File: src/rtl/mc_ctrl_pkg.sv
// rtl/mc_ctrl_pkg.sv - shared encodings for the multicycle control sequencer
package mc_ctrl_pkg;

  localparam logic [2:0] S_FETCH  = 3'd0;
  localparam logic [2:0] S_DECODE = 3'd1;
  localparam logic [2:0] S_EXEC   = 3'd2;
  localparam logic [2:0] S_MEM    = 3'd3;
  localparam logic [2:0] S_FAULT  = 3'd4;
  localparam logic [2:0] S_HALT   = 3'd5;

  localparam logic [3:0] OP_RR    = 4'b0000;
  localparam logic [3:0] OP_AND   = 4'b0001;
  localparam logic [3:0] OP_OR    = 4'b0010;
  localparam logic [3:0] OP_XOR   = 4'b0011;
  localparam logic [3:0] OP_ADD   = 4'b0101;
  localparam logic [3:0] OP_SUB   = 4'b1001;
  localparam logic [3:0] OP_CMP   = 4'b1011;
  localparam logic [3:0] OP_MOV   = 4'b1101;
  localparam logic [3:0] OP_JMP   = 4'b0100;
  localparam logic [3:0] OP_BCOND = 4'b1100;
  localparam logic [3:0] OP_LUI   = 4'b1111;

  localparam logic [3:0] EXT_LOAD  = 4'b0000;
  localparam logic [3:0] EXT_STOR  = 4'b0100;
  localparam logic [3:0] EXT_JAL   = 4'b1000;
  localparam logic [3:0] EXT_JCOND = 4'b1100;

  localparam logic [3:0] CC_EQ = 4'd0,  CC_NE = 4'd1,  CC_CS = 4'd2,  CC_CC = 4'd3;
  localparam logic [3:0] CC_HI = 4'd4,  CC_LS = 4'd5,  CC_GT = 4'd6,  CC_LE = 4'd7;
  localparam logic [3:0] CC_FS = 4'd8,  CC_FC = 4'd9,  CC_LO = 4'd10, CC_HS = 4'd11;
  localparam logic [3:0] CC_LT = 4'd12, CC_GE = 4'd13, CC_UC = 4'd14;

  localparam int PSR_C = 4;
  localparam int PSR_L = 3;
  localparam int PSR_F = 2;
  localparam int PSR_Z = 1;
  localparam int PSR_N = 0;

  function automatic logic is_alu_code(input logic [3:0] code);
    case (code)
      OP_ADD, OP_SUB, OP_CMP, OP_AND, OP_OR, OP_XOR, OP_MOV: return 1'b1;
      default: return 1'b0;
    endcase
  endfunction

  // arithmetic ops sign-extend their immediate and update the PSR
  function automatic logic is_arith_code(input logic [3:0] code);
    return (code == OP_ADD) || (code == OP_SUB) || (code == OP_CMP);
  endfunction

endpackage

File: src/rtl/cond_eval.sv
// rtl/cond_eval.sv - branch/jump condition evaluation against the PSR
module cond_eval
  import mc_ctrl_pkg::*;
(
  input  logic [3:0] cond,
  input  logic [4:0] psr,
  output logic       take
);

  logic c, l, f, z, n;

  assign c = psr[PSR_C];
  assign l = psr[PSR_L];
  assign f = psr[PSR_F];
  assign z = psr[PSR_Z];
  assign n = psr[PSR_N];

  always_comb begin
    take = 1'b0;
    case (cond)
      CC_EQ: take = z;
      CC_NE: take = !z;
      CC_CS: take = c;
      CC_CC: take = !c;
      CC_HI: take = l;
      CC_LS: take = !l;
      CC_GT: take = n;
      CC_LE: take = !n;
      CC_FS: take = f;
      CC_FC: take = !f;
      CC_LO: take = !l && !z;
      CC_HS: take = l || z;
      CC_LT: take = !n && !z;
      CC_GE: take = n || z;
      CC_UC: take = 1'b1;
      default: take = 1'b0;
    endcase
  end

endmodule

File: src/rtl/mc_ctrl_seq.sv
// rtl/mc_ctrl_seq.sv - multicycle fetch/decode/exec sequencer; STEP_DEBUG_EN adds halt/step
module mc_ctrl_seq
  import mc_ctrl_pkg::*;
#(
  parameter int DATA_W   = 16,
  parameter int ADDR_W   = 9,
  parameter int RESET_PC = 0,
  parameter int MAX_WAIT = 255
) (
  input  logic              clk,
  input  logic              rst,
  output logic              mem_req,
  output logic              mem_we,
  output logic [ADDR_W-1:0] mem_addr,
  output logic [DATA_W-1:0] mem_wdata,
  input  logic [DATA_W-1:0] mem_rdata,
  input  logic              mem_ready,
  output logic [3:0]        rf_ra_addr,
  output logic [3:0]        rf_rb_addr,
  input  logic [DATA_W-1:0] rf_ra_data,
  input  logic [DATA_W-1:0] rf_rb_data,
  output logic              rf_we,
  output logic [3:0]        rf_waddr,
  output logic [DATA_W-1:0] rf_wdata,
  output logic [DATA_W-1:0] alu_a,
  output logic [DATA_W-1:0] alu_b,
  output logic [4:0]        alu_op,
  input  logic [DATA_W-1:0] alu_out,
  input  logic [4:0]        alu_flags,
  output logic [ADDR_W-1:0] pc,
  output logic [15:0]       ir_out,
  output logic [4:0]        psr,
  output logic              fault,
  output logic [2:0]        state_out
`ifdef STEP_DEBUG_EN
  ,
  input  logic              dbg_halt,
  input  logic              dbg_step,
  output logic              halted
`endif
);

  localparam int WCW = (MAX_WAIT > 1) ? $clog2(MAX_WAIT) : 1;

  logic [2:0]        state, state_nxt, done_state;
  logic [ADDR_W-1:0] pc_q, pc_nxt, pc_inc, bdisp;
  logic [15:0]       ir, ir_nxt;
  logic [4:0]        psr_q, psr_nxt;
  logic [WCW-1:0]    wait_cnt;
  logic              wd_hit, take;

  logic [3:0]        op, ext, code;
  logic [7:0]        imm8;
  logic              is_rr, is_lui, is_alu, is_bcond, is_jcond, is_jal, is_load, is_stor;
  logic [DATA_W-1:0] imm_sext, imm_zext, imm_lui;

  assign op       = ir[15:12];
  assign ext      = ir[7:4];
  assign imm8     = ir[7:0];
  assign is_rr    = (op == OP_RR);
  assign code     = is_rr ? ext : op;
  assign is_lui   = (op == OP_LUI);
  assign is_alu   = is_lui || is_alu_code(code);
  assign is_bcond = (op == OP_BCOND);
  assign is_jcond = (op == OP_JMP) && (ext == EXT_JCOND);
  assign is_jal   = (op == OP_JMP) && (ext == EXT_JAL);
  assign is_load  = (op == OP_JMP) && (ext == EXT_LOAD);
  assign is_stor  = (op == OP_JMP) && (ext == EXT_STOR);

  assign imm_sext = DATA_W'($signed(imm8));
  assign imm_zext = DATA_W'(imm8);
  assign imm_lui  = DATA_W'({imm8, 8'h00});
  assign pc_inc   = pc_q + ADDR_W'(1);
  assign bdisp    = imm_sext[ADDR_W-1:0];
  assign wd_hit   = (MAX_WAIT != 0) && (wait_cnt == WCW'(MAX_WAIT - 1));

  cond_eval u_cond (
    .cond (ir[11:8]),
    .psr  (psr_q),
    .take (take)
  );

`ifdef STEP_DEBUG_EN
  // a step in progress returns to HALT even if dbg_halt was dropped meanwhile
  logic step_pend;
  assign done_state = (dbg_halt || step_pend) ? S_HALT : S_FETCH;
  assign halted     = (state == S_HALT);

  always_ff @(posedge clk or posedge rst) begin
    if (rst)                              step_pend <= 1'b0;
    else if (state == S_HALT && dbg_step) step_pend <= 1'b1;
    else if (state_nxt == S_HALT)         step_pend <= 1'b0;
  end
`else
  assign done_state = S_FETCH;
`endif

  always_comb begin
    state_nxt = state;
    pc_nxt    = pc_q;
    ir_nxt    = ir;
    psr_nxt   = psr_q;
    case (state)
      S_FETCH: begin
        if (mem_ready) begin
          ir_nxt    = mem_rdata[15:0];
          state_nxt = S_DECODE;
        end else if (wd_hit) begin
          state_nxt = S_FAULT;
        end
      end
      S_DECODE: state_nxt = S_EXEC;
      S_EXEC: begin
        state_nxt = done_state;
        if (is_alu) begin
          pc_nxt = pc_inc;
          if (is_arith_code(code)) psr_nxt = alu_flags;
        end else if (is_bcond) begin
          pc_nxt = take ? pc_q + bdisp : pc_inc;
        end else if (is_jcond) begin
          pc_nxt = take ? rf_rb_data[ADDR_W-1:0] : pc_inc;
        end else if (is_jal) begin
          pc_nxt = rf_rb_data[ADDR_W-1:0];
        end else if (is_load || is_stor) begin
          state_nxt = S_MEM;
        end else begin
          state_nxt = S_FAULT;
        end
      end
      S_MEM: begin
        if (mem_ready) begin
          pc_nxt    = pc_inc;
          state_nxt = done_state;
        end else if (wd_hit) begin
          state_nxt = S_FAULT;
        end
      end
`ifdef STEP_DEBUG_EN
      S_HALT: if (dbg_step || !dbg_halt) state_nxt = S_FETCH;
`endif
      default: state_nxt = S_FAULT;
    endcase
  end

  always_ff @(posedge clk or posedge rst) begin
    if (rst) begin
      state    <= S_FETCH;
      pc_q     <= ADDR_W'(RESET_PC);
      ir       <= '0;
      psr_q    <= '0;
      wait_cnt <= '0;
    end else begin
      state    <= state_nxt;
      pc_q     <= pc_nxt;
      ir       <= ir_nxt;
      psr_q    <= psr_nxt;
      wait_cnt <= (mem_req && !mem_ready && MAX_WAIT != 0) ? wait_cnt + WCW'(1) : '0;
    end
  end

  // strobes are gated by rst so they drop the instant reset asserts
  assign mem_req   = !rst && (state == S_FETCH || state == S_MEM);
  assign mem_we    = !rst && (state == S_MEM) && is_stor;
  assign mem_addr  = (state == S_MEM) ? rf_rb_data[ADDR_W-1:0] : pc_q;
  assign mem_wdata = rf_ra_data;

  assign rf_ra_addr = ir[11:8];
  assign rf_rb_addr = ir[3:0];
  assign rf_waddr   = ir[11:8];
  assign rf_we      = !rst && (((state == S_EXEC) && ((is_alu && code != OP_CMP) || is_jal))
                               || ((state == S_MEM) && is_load && mem_ready));
  assign rf_wdata   = (state == S_MEM) ? mem_rdata : (is_jal ? DATA_W'(pc_inc) : alu_out);

  assign alu_a  = rf_ra_data;
  assign alu_b  = is_rr ? rf_rb_data : is_lui ? imm_lui : is_arith_code(code) ? imm_sext : imm_zext;
  assign alu_op = {1'b0, (is_lui ? OP_MOV : code)};

  assign pc        = pc_q;
  assign ir_out    = ir;
  assign psr       = psr_q;
  assign fault     = (state == S_FAULT);
  assign state_out = state;

endmodule

File: config.mk
export PLATFORM = sky130hd
export DESIGN_NAME = mc_ctrl_seq
export DESIGN_NICKNAME = d
export VERILOG_FILES = /design/src/rtl/mc_ctrl_pkg.sv /design/src/rtl/cond_eval.sv /design/src/rtl/mc_ctrl_seq.sv
export SDC_FILE = /design/constraint.sdc
export NUM_CORES = 1
export LEC_CHECK = 0
export ABC_AREA = 1
export BUFFER_PORTS_ARGS = -buffer_cell sky130_fd_sc_hd__buf_2
export CAP_MARGIN = 15
export CORE_ASPECT_RATIO = 0.6
export CORE_MARGIN = 10
export CORE_UTILIZATION = 48
export DETAILED_ROUTE_END_ITERATION = 6
export HOLD_SLACK_MARGIN = 0.03
export PLACE_DENSITY = 0.87
export SYNTH_ARGS = -nofsm -noshare
export SYNTH_HDL_FRONTEND = slang
export SYNTH_SLANG_ARGS = --single-unit
File: constraint.sdc
create_clock -name clk -period 2.2 [get_ports clk]
set_input_delay 0 -clock clk [delete_from_list [all_inputs] [get_ports clk]]
set_output_delay 0 -clock clk [all_outputs]
set_load 0.005 [all_outputs]
## Word level (Yosys, flattened, before mapping)

Index checks and enable logic that the tools add are counted.

| storage, ports and cells | value |
|---|---|
| bits in registers | 41 |
| input port bits | 72 |
| output and inout port bits | 127 |

| operators by class | value |
|---|---|
| add/sub/neg operators | 3 |
| equal/unequal tests | 35 |
| multiplexer cells | 28 |
| reduce and logical (&&, ||, !) cells | 40 |

Operators with widths:

| kind | number |
|---|---|
| 16-bit 2-to-1 mux | 5 |
| 9-bit 2-to-1 mux | 8 |
| 4-bit equality test, second input constant | 14 |
| 4-bit by 3-bit equality test with 1-bit output, second input constant | 7 |
| 3-bit 2-to-1 mux | 8 |
| 9-bit one-hot mux with 2 select lines | 1 |
| 4-bit by 2-bit equality test with 1-bit output, second input constant | 4 |
| 1-bit logical AND | 15 |
| 1-bit one-hot mux with 15 select lines | 1 |
| 4-bit zero test | 3 |
| 3-bit one-hot mux with 4 select lines | 1 |
| 9-bit by 1-bit adder with 9-bit output, second input constant | 1 |
| 9-bit adder | 1 |
| 1-bit logical OR | 9 |
| 8-bit by 1-bit adder with 8-bit output, second input constant | 1 |
| 4-bit by 1-bit equality test with 1-bit output, second input constant | 2 |
| 8-bit equality test, second input constant | 1 |
| 4-bit 2-to-1 mux | 2 |
| 8-bit 2-to-1 mux | 1 |
| 1-bit zero test | 7 |
| 7-bit OR reduction | 1 |
| 3-bit by 2-bit equality test with 1-bit output, second input constant | 2 |
| 3-bit AND reduction | 2 |
| 5-bit != test, second input constant | 1 |
| other kinds (8) | 8 |

## Longest topological paths before layout

Gate-level depths: netlist of the first run.

| logic depth | value |
|---|---|
| depth after elaboration | 11 |
| depth in mapped cells | 15 |
| depth with buffers taken out | 15 |

## Hierarchy

From an unflattened synthesis of the first run, not the netlist that was laid out.

| second synthesis, totals | value |
|---|---|
| cells, all modules | 641 |
| area total of the unflattened synthesis | 4,154.0 um^2 |

Modules (own cells, without submodules):

| module | instances | cells an instance | area an instance (um^2) | seq. area each (um^2) |
|---|---|---|---|---|
| mc_ctrl_seq | 1 | 583 | 3,920.0 | 1,026.0 |
| cond_eval | 1 | 58 | 234.0 | 0.0 |

## Worst setup path after synthesis of the first run

Ideal clock, no wire load.

| timing path | value |
|---|---|
| path type | register to register |
| start point | register pc_q[0] (netlist: pc[0]) |
| end point | register pc_q[8] (netlist: pc[8]) |
| library setup time | 0.116 ns |
| arrival | 1.809 ns |
| path slack | 0.274 ns |
| cell stages (with the launch flop) | 14 |
| period minus slack after synthesis | 1.926 ns |
| cell sequence | dfrtp_1 > ha_1 > fa_1 > nand3_1 > nand2_1 > nand2_1 > nand2_1 > nand2_1 > nand2_1 > o21bai_1 > nand3_1 > nand3_1 > nand2_1 > nand2_1 |

| between the ends | value |
|---|---|
| word-level cells in the longest chain between the ends | 6 |
| elaborated cells on any way between the ends | 9 |
| classes of those cells | add/sub: 2; mux: 7 |

Ends and longest elaborated chain:

| element | line | text |
|---|---|---|
| from (decl) | mc_ctrl_seq.sv:46 | `logic [ADDR_W-1:0] pc_q, pc_nxt, pc_inc, bdisp;` |
| from (signal assigned) | mc_ctrl_seq.sv:148 | `pc_q <= ADDR_W'(RESET_PC);` |
| from (signal assigned) | mc_ctrl_seq.sv:154 | `pc_q <= pc_nxt;` |
| 9-bit by 1-bit adder with 9-bit output | mc_ctrl_seq.sv:73 | `assign pc_inc = pc_q + ADDR_W'(1);` |
| 9-bit 2-to-1 mux | mc_ctrl_seq.sv:121 | `pc_nxt = take ? rf_rb_data[ADDR_W-1:0] : pc_inc;` |
| 9-bit 2-to-1 mux | mc_ctrl_seq.sv:120 | `end else if (is_jcond) begin` |
| 9-bit 2-to-1 mux | mc_ctrl_seq.sv:118 | `end else if (is_bcond) begin` |
| 9-bit 2-to-1 mux | mc_ctrl_seq.sv:115 | `if (is_alu) begin` |
| 9-bit one-hot mux with 2 select lines (*) | mc_ctrl_seq.sv:103 | `case (state)` |

Mark *: on every way between the ends. The rest lies on a longest branch, timed or not. The select of a mux whose other input is x is not followed.
A chain may end at the register's enable or synchronous reset.

## Worst setup path after layout of the first run

| timing path | value |
|---|---|
| start point | register ir[13] (netlist: ir_out[13]) |
| end point | output rf_we |

| between the ends | value |
|---|---|
| word-level cells in the longest chain between the ends | 11 |
| elaborated cells on any way between the ends | 24 |
| classes of those cells | eq/ne: 10; mux: 2; reduce/logical: 12 |

Ends and longest elaborated chain:

| element | line | text |
|---|---|---|
| from (decl) | mc_ctrl_seq.sv:47 | `logic [15:0] ir, ir_nxt;` |
| from (signal assigned) | mc_ctrl_seq.sv:155 | `ir <= ir_nxt;` |
| 4-bit zero test | mc_ctrl_seq.sv:60 | `assign is_rr = (op == OP_RR);` |
| 4-bit 2-to-1 mux | mc_ctrl_seq.sv:61 | `assign code = is_rr ? ext : op;` |
| 4-bit by 3-bit equality test with 1-bit output (tied with other cells) | mc_ctrl_pkg.sv:40 | `case (code)` |
| 7-bit OR reduction | mc_ctrl_pkg.sv:40 |  |
| 1-bit 2-to-1 mux | mc_ctrl_pkg.sv:40 |  |
| 1-bit logical OR | mc_ctrl_seq.sv:63 | `assign is_alu = is_lui \|\| is_alu_code(code);` |
| 1-bit logical AND | mc_ctrl_seq.sv:170 | `assign rf_we = !rst && (((state == S_EXEC) && ((is_alu && code != OP_CMP) \|\| is_jal))` |
| 1-bit logical OR | mc_ctrl_seq.sv:170 |  |
| 1-bit logical AND | mc_ctrl_seq.sv:170 |  |
| 1-bit logical OR (*) | mc_ctrl_seq.sv:171 | `\|\| ((state == S_MEM) && is_load && mem_ready));` |
| 1-bit logical AND (*) | mc_ctrl_seq.sv:170 |  |
| to (decl) | mc_ctrl_seq.sv:22 | `output logic rf_we,` |

Mark *: on every way between the ends. The rest lies on a longest branch, timed or not.

==> results.sh, run 1 <==
export IMPL_drt_iter0_drc=499
export IMPL_ir_drop_v=0.000277
export IMPL_synthAdderAreaFrac_pct=3.82
export IMPL_synth_distinct_cells=41
export IMPL_yosysSeqAreaShare_pct=24.9
export IMPL_yosys_warnings=0
export IMPL_cts_buffer_depth=2
export IMPL_synth_edf_count=0
export IMPL_final_cell_mix="nand2_1, buf_2, inv_1"
export IMPL_vias_per_cell=5.30
export IMPL_wl_per_cell_um=16.8
export IMPL_gp_congestion=0.988
export IMPL_cts_sinks=41
export IMPL_cts_root_buffer="clkbuf_16"
export IMPL_syn_avg_cell_area_um2=6.44
export IMPL_period_share_pct=94.8
export IMPL_port_buffers=149
export IMPL_synth_area_mux_share_pct=0.819
export IMPL_rows=26
export IMPL_crit_fanout=7
export IMPL_finalSetupViolations=0
export IMPL_multi_input_area_um2=2400
export IMPL_seq_area_um2=1030
export IMPL_die_area_um2=12800
export IMPL_clk_latency_ns=0.29
export IMPL_skew_ns=0.00769
export IMPL_fin_area_um2=5430
export IMPL_synth_xor_area_share_pct=2.76
export IMPL_start_util_pct=49.0
export IMPL_hp_start="mem_ready"
export IMPL_timing_fmax_ghz=0.479
export IMPL_drive_gt1_share_pct=28.3
export IMPL_synth_compound_area_share_pct=13.6
export IMPL_critical_path_startpoint_type="flop"
export IMPL_dieHeight_um=91.8
export IMPL_slew_viol_final=0
export IMPL_place_area_um2=4700
export IMPL_layout_commonest_cell="nand2_1"
export IMPL_cts_tree="yes"
export IMPL_fp_dieW_um=140
export IMPL_ant_nets=0
export IMPL_hold_path_class="primary input to flop"
export IMPL_core_um2=8430
export IMPL_status="finished clean"
export IMPL_grt_overflow=0
export IMPL_synth_top_family_by_area="simple AND/OR/NAND/NOR gates"
export IMPL_synthSimpleGateAreaFrac_pct=35.4
export IMPL_grt_pass1_vias=4717
export IMPL_place_hpwl_mm=11.3
export IMPL_dr_pass1_iters=6
export IMPL_p_leak_nw=3.00
export IMPL_grt_max_degree=26
export IMPL_io_pins=199
export IMPL_fin_crit_ns=2.09
export IMPL_htreeDepth=2
export IMPL_drcViolationCount=0
export IMPL_synth_nets=725
export IMPL_clk_pin_slew_ns=0.06
export IMPL_dp_cells=857
export IMPL_antenna_found_initial=0
export IMPL_instances_no_fill=915
export IMPL_cts_buffers=5
export IMPL_routed_wirelength_mm=15.4
export IMPL_synth_area_um2=4130
export IMPL_synth_seq_cells=41
export IMPL_synth_cells=641
export IMPL_maxCapViolCount=0
export IMPL_ys_flop_type="dfrtp_1"
export IMPL_p_per_area_nw_per_um2=425
export IMPL_tns_ns=0
export IMPL_r2r_start="pc[4]"
export IMPL_nNetsFinal=886
export IMPL_crit_start="ir_out[13]"
export IMPL_syn_to_final_growth_pct=31.5
export IMPL_crit_required_ns=2.20
export IMPL_num_vias=4845
export IMPL_setup_worst_path_end_class="output port"
export IMPL_grt_usage_pct=22.7
export IMPL_hold_viol=0
export IMPL_nFillCells=754
export IMPL_async_flop_share_pct=100
export IMPL_crit_arrival_ns=2.09
export IMPL_path_class="flop to output port"
export IMPL_grt_pass1_wl_mm=24.4
export IMPL_antenna_cells=0
critical path: stages, from the launching register on:
cell and delay [ns]:
dfrtp_1 0.42, nor2_4 0.20, nand3_1 0.11, nor3_2 0.23, inv_2 0.12, nor2_4 0.13
inv_2 0.12, o21ai_1 0.11, nand2_1 0.07, a21oi_1 0.13, buf_2 0.15
timing repair:
item	in CTS	in global routing
endpoints found under the setup margin	2	29
endpoints found under the hold margin	94	0
setup buffers	0	12
pin swaps	0	4
resized for setup	1	21
hold buffers	38	0
cell type report:
type,instances,share of cell area (%)
clock inverter,1,0.553
clock buffer,7,2.63
inverter,88,6.13
sequential,41,19.0
timing repair buffer,216,24.9
tap,112,2.58
multi-input combinational,450,44.2
synthesized netlist by cell type (all sizes together), types with 2 or more instances:
cell,count,area [um2]
xor2,8,70.1
xnor2,5,43.8
dfrtp,41,1030
o21bai,2,15.0
nor2,46,236
and3,2,12.5
a21o,2,15.0
ha,11,138
nand3,62,335
clkbuf,10,37.5
a31oi,2,12.5
o22ai,7,43.8
o21ai,57,297
nand4,8,50.1
nor3,10,66.3
inv,86,323
buf,52,400
mux2,3,33.8
nand2,189,737
o211ai,7,52.6
nor3b,2,15.0
a21oi,22,110
clkinv,2,7.51
flip-flops by register name, summed over array words and instances, names as in the netlist:
register and flops:
psr 5, wait_cnt 8, pc 9, ir_out 16, state_out 3
routing by layer:
layer / vias to the layer above / track usage, % / wire length (um)
met1: 2164 / 30.2 / 6540
met3: 24 / 9.01 / 2160
met2: 311 / 34.4 / 6520
li1: 2346 / - / -
met5: - / 0 / 0
met4: 0 / 4.02 / 170
logic make-up after synthesis:
logic type               Yosys count
multiplexers                       3
XOR/XNOR                          13
AND/OR/NAND/NOR                  320
adder cells (fa/ha/maj)           12
flip-flops                        41
buffers and inverters            150
other                              1
AO/OA/AOI/OAI                    101
worst paths after layout:
check                               end  depth (start not counted)  slack, ns
max in group asynchronous    ir_out[12]                          4       1.56
min in group asynchronous  state_out[2]                          4       0.33
setup reg to reg                  pc[7]                         15       0.16
hold / removal             state_out[1]                          4       0.06
setup / recovery                  rf_we                         10       0.11
hold reg to reg             wait_cnt[0]                          1       0.51
power breakdown:
| group | internal (mW) | switching [mW] | leakage (nW) |
|---|---|---|---|
| registers | 0.777 | 0.0416 | 0.512 |
| clock network | 0.568 | 0.318 | 0.0841 |
| logic | 0.272 | 0.333 | 2.40 |
stage by stage:
step	power, mW	util [%]	hold WS [ns]	worst slack, ns
2_1_floorplan	1.18	-	0.0276	0.274
3_3_place_gp	1.32	55.8	0.0000512	0.212
3_5_place_dp	1.32	55.8	0.0000512	0.196
4_1_cts	2.27	62.4	0.0478	-0.0176
5_1_grt	2.42	64.4	0.114	-0.0277
6_report	2.31	64.4	0.0566	0.114
(Power assumes the default switching activity.)
==> run 2, diff against run 1 <==
Settings changed: CORE_UTILIZATION 48 to 43, PLACE_DENSITY 0.87 to 0.82.
Clock period 2.2 ns to 1.8 ns, I/O delays scaled along.
==> results.sh, run 2 (synthesis gave the netlist of run 1 again) <==
export IMPL_wl_per_cell_um=17.9
export IMPL_tightest_slew_ns=0.555
export IMPL_nNetsFinal=954
export IMPL_start_util_pct=44.6
export IMPL_crit_required_ns=1.80
export IMPL_grt_pass1_vias=4939
export IMPL_grt_max_degree=42
export IMPL_io_pins=199
export IMPL_skew_ns=0.00872
export IMPL_timing_fmax_ghz=0.477
export IMPL_clk_pin_slew_ns=0.06
export IMPL_status="finished with violations"
export IMPL_crit_arrival_ns=2.10
export IMPL_dp_cells=925
export IMPL_finalSetupViolations=34
export IMPL_cp_cell_sequence="nor2_4 -> nand3_2 -> nor3_4 -> inv_2 -> nor2_4 -> clkinv_4 -> o21ai_2 -> nand2_1 -> a21oi_2 -> buf_2"
export IMPL_vias_per_cell=5.28
export IMPL_slew_viol_final=0
export IMPL_ir_drop_v=0.000332
export IMPL_r2r_end="pc[8]"
export IMPL_die_area_um2=14000
export IMPL_drcViolationCount=0
export IMPL_clk_latency_ns=0.29
export IMPL_cts_root_buffer="clkbuf_16"
export IMPL_hold_path_class="primary input to flop"
export IMPL_p_leak_nw=3.46
export IMPL_ant_nets=0
export IMPL_r2r_start="ir_out[12]"
export IMPL_rows=27
export IMPL_layout_commonest_cell="nand2_1"
export IMPL_grt_usage_pct=23.2
export IMPL_reg2reg_depth=13
export IMPL_cts_sinks=41
export IMPL_worstHoldPathCells=3
export IMPL_drive_gt1_share_pct=41.4
export IMPL_path_class="flop to output port"
export IMPL_place_hpwl_mm=12.3
export IMPL_hold_viol=0
export IMPL_largest_register_ff_count=16
export IMPL_cts_tree="yes"
export IMPL_path_delay_family="simple AND/OR/NAND/NOR gates"
export IMPL_critical_path_startpoint_type="flop"
export IMPL_syn_to_final_growth_pct=54.5
export IMPL_grt_pass1_wl_mm=26.5
export IMPL_core_um2=9260
export IMPL_routed_wirelength_mm=17.9
export IMPL_path_common_cell="nor2_4"
export IMPL_grt_overflow=0
export IMPL_rsz0062_at_grt="true"
export IMPL_hp_start="mem_ready"
export IMPL_slew_headroom_pct=63.0
export IMPL_final_cell_mix="nand2_1, buf_2, inv_1"
export IMPL_violations="negative setup slack"
export IMPL_dr_pass1_iters=5
export IMPL_drt_iter0_drc=468
export IMPL_instances_no_fill=1001
export IMPL_period_share_pct=116
export IMPL_num_vias=5287
export IMPL_worstPathBufferInverterCount=3
export IMPL_crit_fanout=7
export IMPL_fin_ws_ns=-0.296
export IMPL_port_buffers=149
export IMPL_crit_slowest_cell="dfrtp_1"
export IMPL_htreeDepth=2
export IMPL_cts_buffers=5
export IMPL_dp_slack_ns=-0.0604
export IMPL_antenna_found_initial=0
export IMPL_setup_worst_path_end_class="output port"
export IMPL_fp_dieW_um=146
export IMPL_fin_crit_ns=2.10
export IMPL_dieHeight_um=95.9
export IMPL_maxCapViolCount=0
export IMPL_slowest_delay_ns=0.40
export IMPL_min_to="state_out[0]"
export IMPL_gp_congestion=0.962
export IMPL_reg2reg_setup_slack_ns=-0.23
export IMPL_cts_buffer_depth=2
export IMPL_antenna_cells=0
export IMPL_p_per_area_nw_per_um2=468
## run 2: worst max path at each step
stage | startpoint | end | slack (ns) | cells past startpoint
floorplan | pc[0] | pc[8] | -0.02 | 13
finish | ir_out[12] | rf_we | -0.30 | 10
CTS | ir_out[13] | rf_we | -0.23 | 10
global route | ir_out[12] | rf_we | -0.38 | 10
detailed placement | ir_out[9] | pc[3] | -0.06 | 13
global placement | pc[0] | pc[4] | -0.008 | 10
## run 2: per-stage QoR
stage                     setup TNS [ns]  power, mW  hold slack, ns  cell area [um2]  util (%)
after floorplan                  -0.0159       1.44          0.0276             4130         -
after global placement          -0.00791       1.73       0.0000536             5120      55.3
after detailed placement          -0.418       1.74       0.0000536             5120      55.3
after CTS                          -4.89       2.88          0.0916             5980      64.6
after global routing              -10.72       3.10           0.120             6370      68.9
final                              -7.35       2.98          0.0962             6370      68.9
## run 2: repair_timing
action,in CTS,in global routing
setup endpoints to repair,39,53
hold endpoints to repair,94,0
cloned,4,1
resized for setup,54,85
pin swaps,23,20
setup buffers,16,9
hold buffers,38,0
## run 2: worst reg2reg max path, stage by stage, from the launching register on
cell and delay (ns):
dfrtp_1 0.40, nor2_4 0.21, nand2_4 0.10, o21ai_4 0.16
buf_6 0.12, nand2_2 0.05, nand2_2 0.11, nand2_4 0.08
buf_12 0.13, nor2_8 0.21, clkbuf_16 0.19, nand3_1 0.07
nand2_1 0.07, nand2_1 0.04
## run 2: area by class of cell
| cell class | count | area, um2 |
|---|---|---|
| timing repair buffer | 281 | 1990 |
| inverter | 88 | 339 |
| clock inverter | 1 | 5.00 |
| clock buffer | 7 | 153 |
| multi-input combinational | 453 | 2690 |
| fill | 778 | 2880 |
| tap | 130 | 163 |
| sequential | 41 | 1030 |
## run 2: where the power goes
group	total, mW	internal [mW]	switching (mW)	leakage (nW)
sequential	0.991	0.950	0.0405	0.507
clock	0.974	0.588	0.386	0.0799
combinational	1.02	0.492	0.523	2.87
## run 2: layer usage
| layer | GRT usage (%) | vias to the layer above | share of wire (%) |
|---|---|---|---|
| met5 | 0 | - | 0 |
| met4 | 3.73 | 0 | 1.3 |
| met3 | 9.51 | 32 | 12 |
| met2 | 35.7 | 313 | 43 |
| met1 | 30.5 | 2467 | 44 |
| li1 | - | 2475 | - |
==> run 3, diff against run 2 <==
==> constraint.sdc (replaced) <==
create_clock -name clk -period 1.8 [get_ports clk]
set_input_delay 0 -clock clk [delete_from_list [all_inputs] [get_ports clk]]
set_output_delay 0 -clock clk [all_outputs]
set_load 0.02 [all_outputs]
==> results.sh, run 3 (synthesis gave the netlist of run 1 again) <==
export IMPL_fin_crit_ns=2.19
export IMPL_timing_fmax_ghz=0.456
export IMPL_multi_input_area_um2=2940
export IMPL_place_hpwl_mm=13.3
export IMPL_antenna_found_initial=1
export IMPL_syn_to_final_growth_pct=65.7
export IMPL_instances_no_fill=1010
export IMPL_hold_path_class="primary input to flop"
export IMPL_reg2reg_setup_slack_ns=-0.34
export IMPL_drt_iter0_drc=970
export IMPL_path_class="flop to output port"
export IMPL_cts_sinks=41
export IMPL_cts_tree="yes"
export IMPL_grt_usage_pct=24.9
export IMPL_io_pins=199
export IMPL_start_util_pct=44.6
export IMPL_grt_pass1_wl_mm=28.1
export IMPL_cts_root_buffer="clkbuf_16"
export IMPL_layout_commonest_cell="nand2_1"
export IMPL_slowest_delay_ns=0.52
export IMPL_rsz0062_at_grt="true"
export IMPL_skew_ns=0.00180
export IMPL_num_vias=6036
export IMPL_utilization_pct=73.8
export IMPL_crit_fanout=5
export IMPL_vias_per_cell=5.98
export IMPL_cts_buffer_depth=2
export IMPL_dp_cells=932
export IMPL_largest_register_ff_count=16
export IMPL_tns_ns=-9.22
export IMPL_grt_max_degree=42
export IMPL_core_um2=9260
export IMPL_slew_viol_final=0
export IMPL_port_buffers=149
export IMPL_tightest_slew_ns=0.579
export IMPL_wl_per_cell_um=22.8
export IMPL_fp_dieW_um=146
export IMPL_crit_required_ns=1.80
export IMPL_seq_area_um2=1040
export IMPL_crit_arrival_ns=2.19
export IMPL_critical_path_startpoint_type="flop"
export IMPL_slew_headroom_pct=61.4
export IMPL_grt_pass1_vias=5189
export IMPL_status="finished with violations"
export IMPL_final_cell_mix="nand2_1, buf_2, buf_4"
export IMPL_die_area_um2=14000
export IMPL_htreeDepth=2
export IMPL_drcViolationCount=68
export IMPL_grt_overflow=0
export IMPL_hold_viol=0
export IMPL_cts_buffers=5
export IMPL_dr_pass1_iters=7
export IMPL_p_leak_nw=3.63
export IMPL_nFillCells=614
export IMPL_rows=27
export IMPL_finalSetupViolations=49
export IMPL_ir_drop_v=0.000519
export IMPL_dp_slack_ns=-0.0753
export IMPL_maxCapViolCount=0
export IMPL_ant_nets=0
export IMPL_fin_ws_ns=-0.391
export IMPL_routed_wirelength_mm=23.0
export IMPL_violations="design-rule violations, negative setup slack"
export IMPL_clk_pin_slew_ns=0.06
export IMPL_cp_cell_sequence="nor3_4 -> nand2_1 -> or3_1 -> a21oi_4 -> buf_6"
export IMPL_gp_congestion=1.04
export IMPL_clk_latency_ns=0.29
export IMPL_drive_gt1_share_pct=45.3
export IMPL_crit_slowest_cell="or3_1"
export IMPL_dieHeight_um=95.9
export IMPL_period_share_pct=122
export IMPL_p_per_area_nw_per_um2=466
export IMPL_antenna_cells=0
export IMPL_nNetsFinal=963
export IMPL_setup_worst_path_end_class="output port"
[run 3: layout make-up]
type,instances,share of cell area [%]
clock buffers,6,1.89
clock inverters,2,0.220
inverters,88,5.07
multi-input cells,452,42.9
flip-flops and latches,41,15.2
well taps,130,2.38
repair buffers,291,32.3
[run 3: worst paths after layout]
check,from,endpoint,depth (start not counted)
worst min-delay path,mem_ready,state_out[1],4
worst max-delay path,state_out[2],rf_we,5
worst max register to register,ir_out[10],pc[0],13
worst min register to register,wait_cnt[0],wait_cnt[0],1
max in group asynchronous,rst,pc[0],4
min in group asynchronous,rst,ir_out[10],4
[run 3: what timing repair did]
item	in CTS	in global routing
cloned	0	4
buffers inserted	11	18
gates resized for setup	47	168
pin swaps	7	35
endpoints found under the setup margin	43	66
endpoints found under the hold margin	94	0
hold buffers	38	0
[run 3: stage by stage]
step	power (mW)	hold WS, ns	cell area, um2
2_1_floorplan	1.61	0.0270	4180
3_3_place_gp	1.87	0.000200	5250
3_5_place_dp	1.88	0.000200	5250
4_1_cts	2.94	0.111	6010
5_1_grt	3.28	0.193	6840
6_report	3.18	0.167	6840
[run 3: worst max-delay path: cells and delay by family (launching register included)]
family	cells	cell delay, ns
and+or+nand+nor	3	1.07
DFF	1	0.49
AOI/OAI and AO/OA	1	0.19
buffers and inverters	1	0.14
[run 3: report_power, final]
part           total, mW  internal (mW)  switching [mW]
clock              0.942          0.516           0.426
combinational       1.25          0.504           0.742
sequential         0.995          0.950          0.0442
[run 3: metal layers]
metal,share of wire (%),vias up,track usage (%)
li1,-,2495,-
met1,35,2699,32.4
met2,42,630,39.1
met3,16,210,7.54
met4,7.5,2,8.21
met5,0.056,-,0
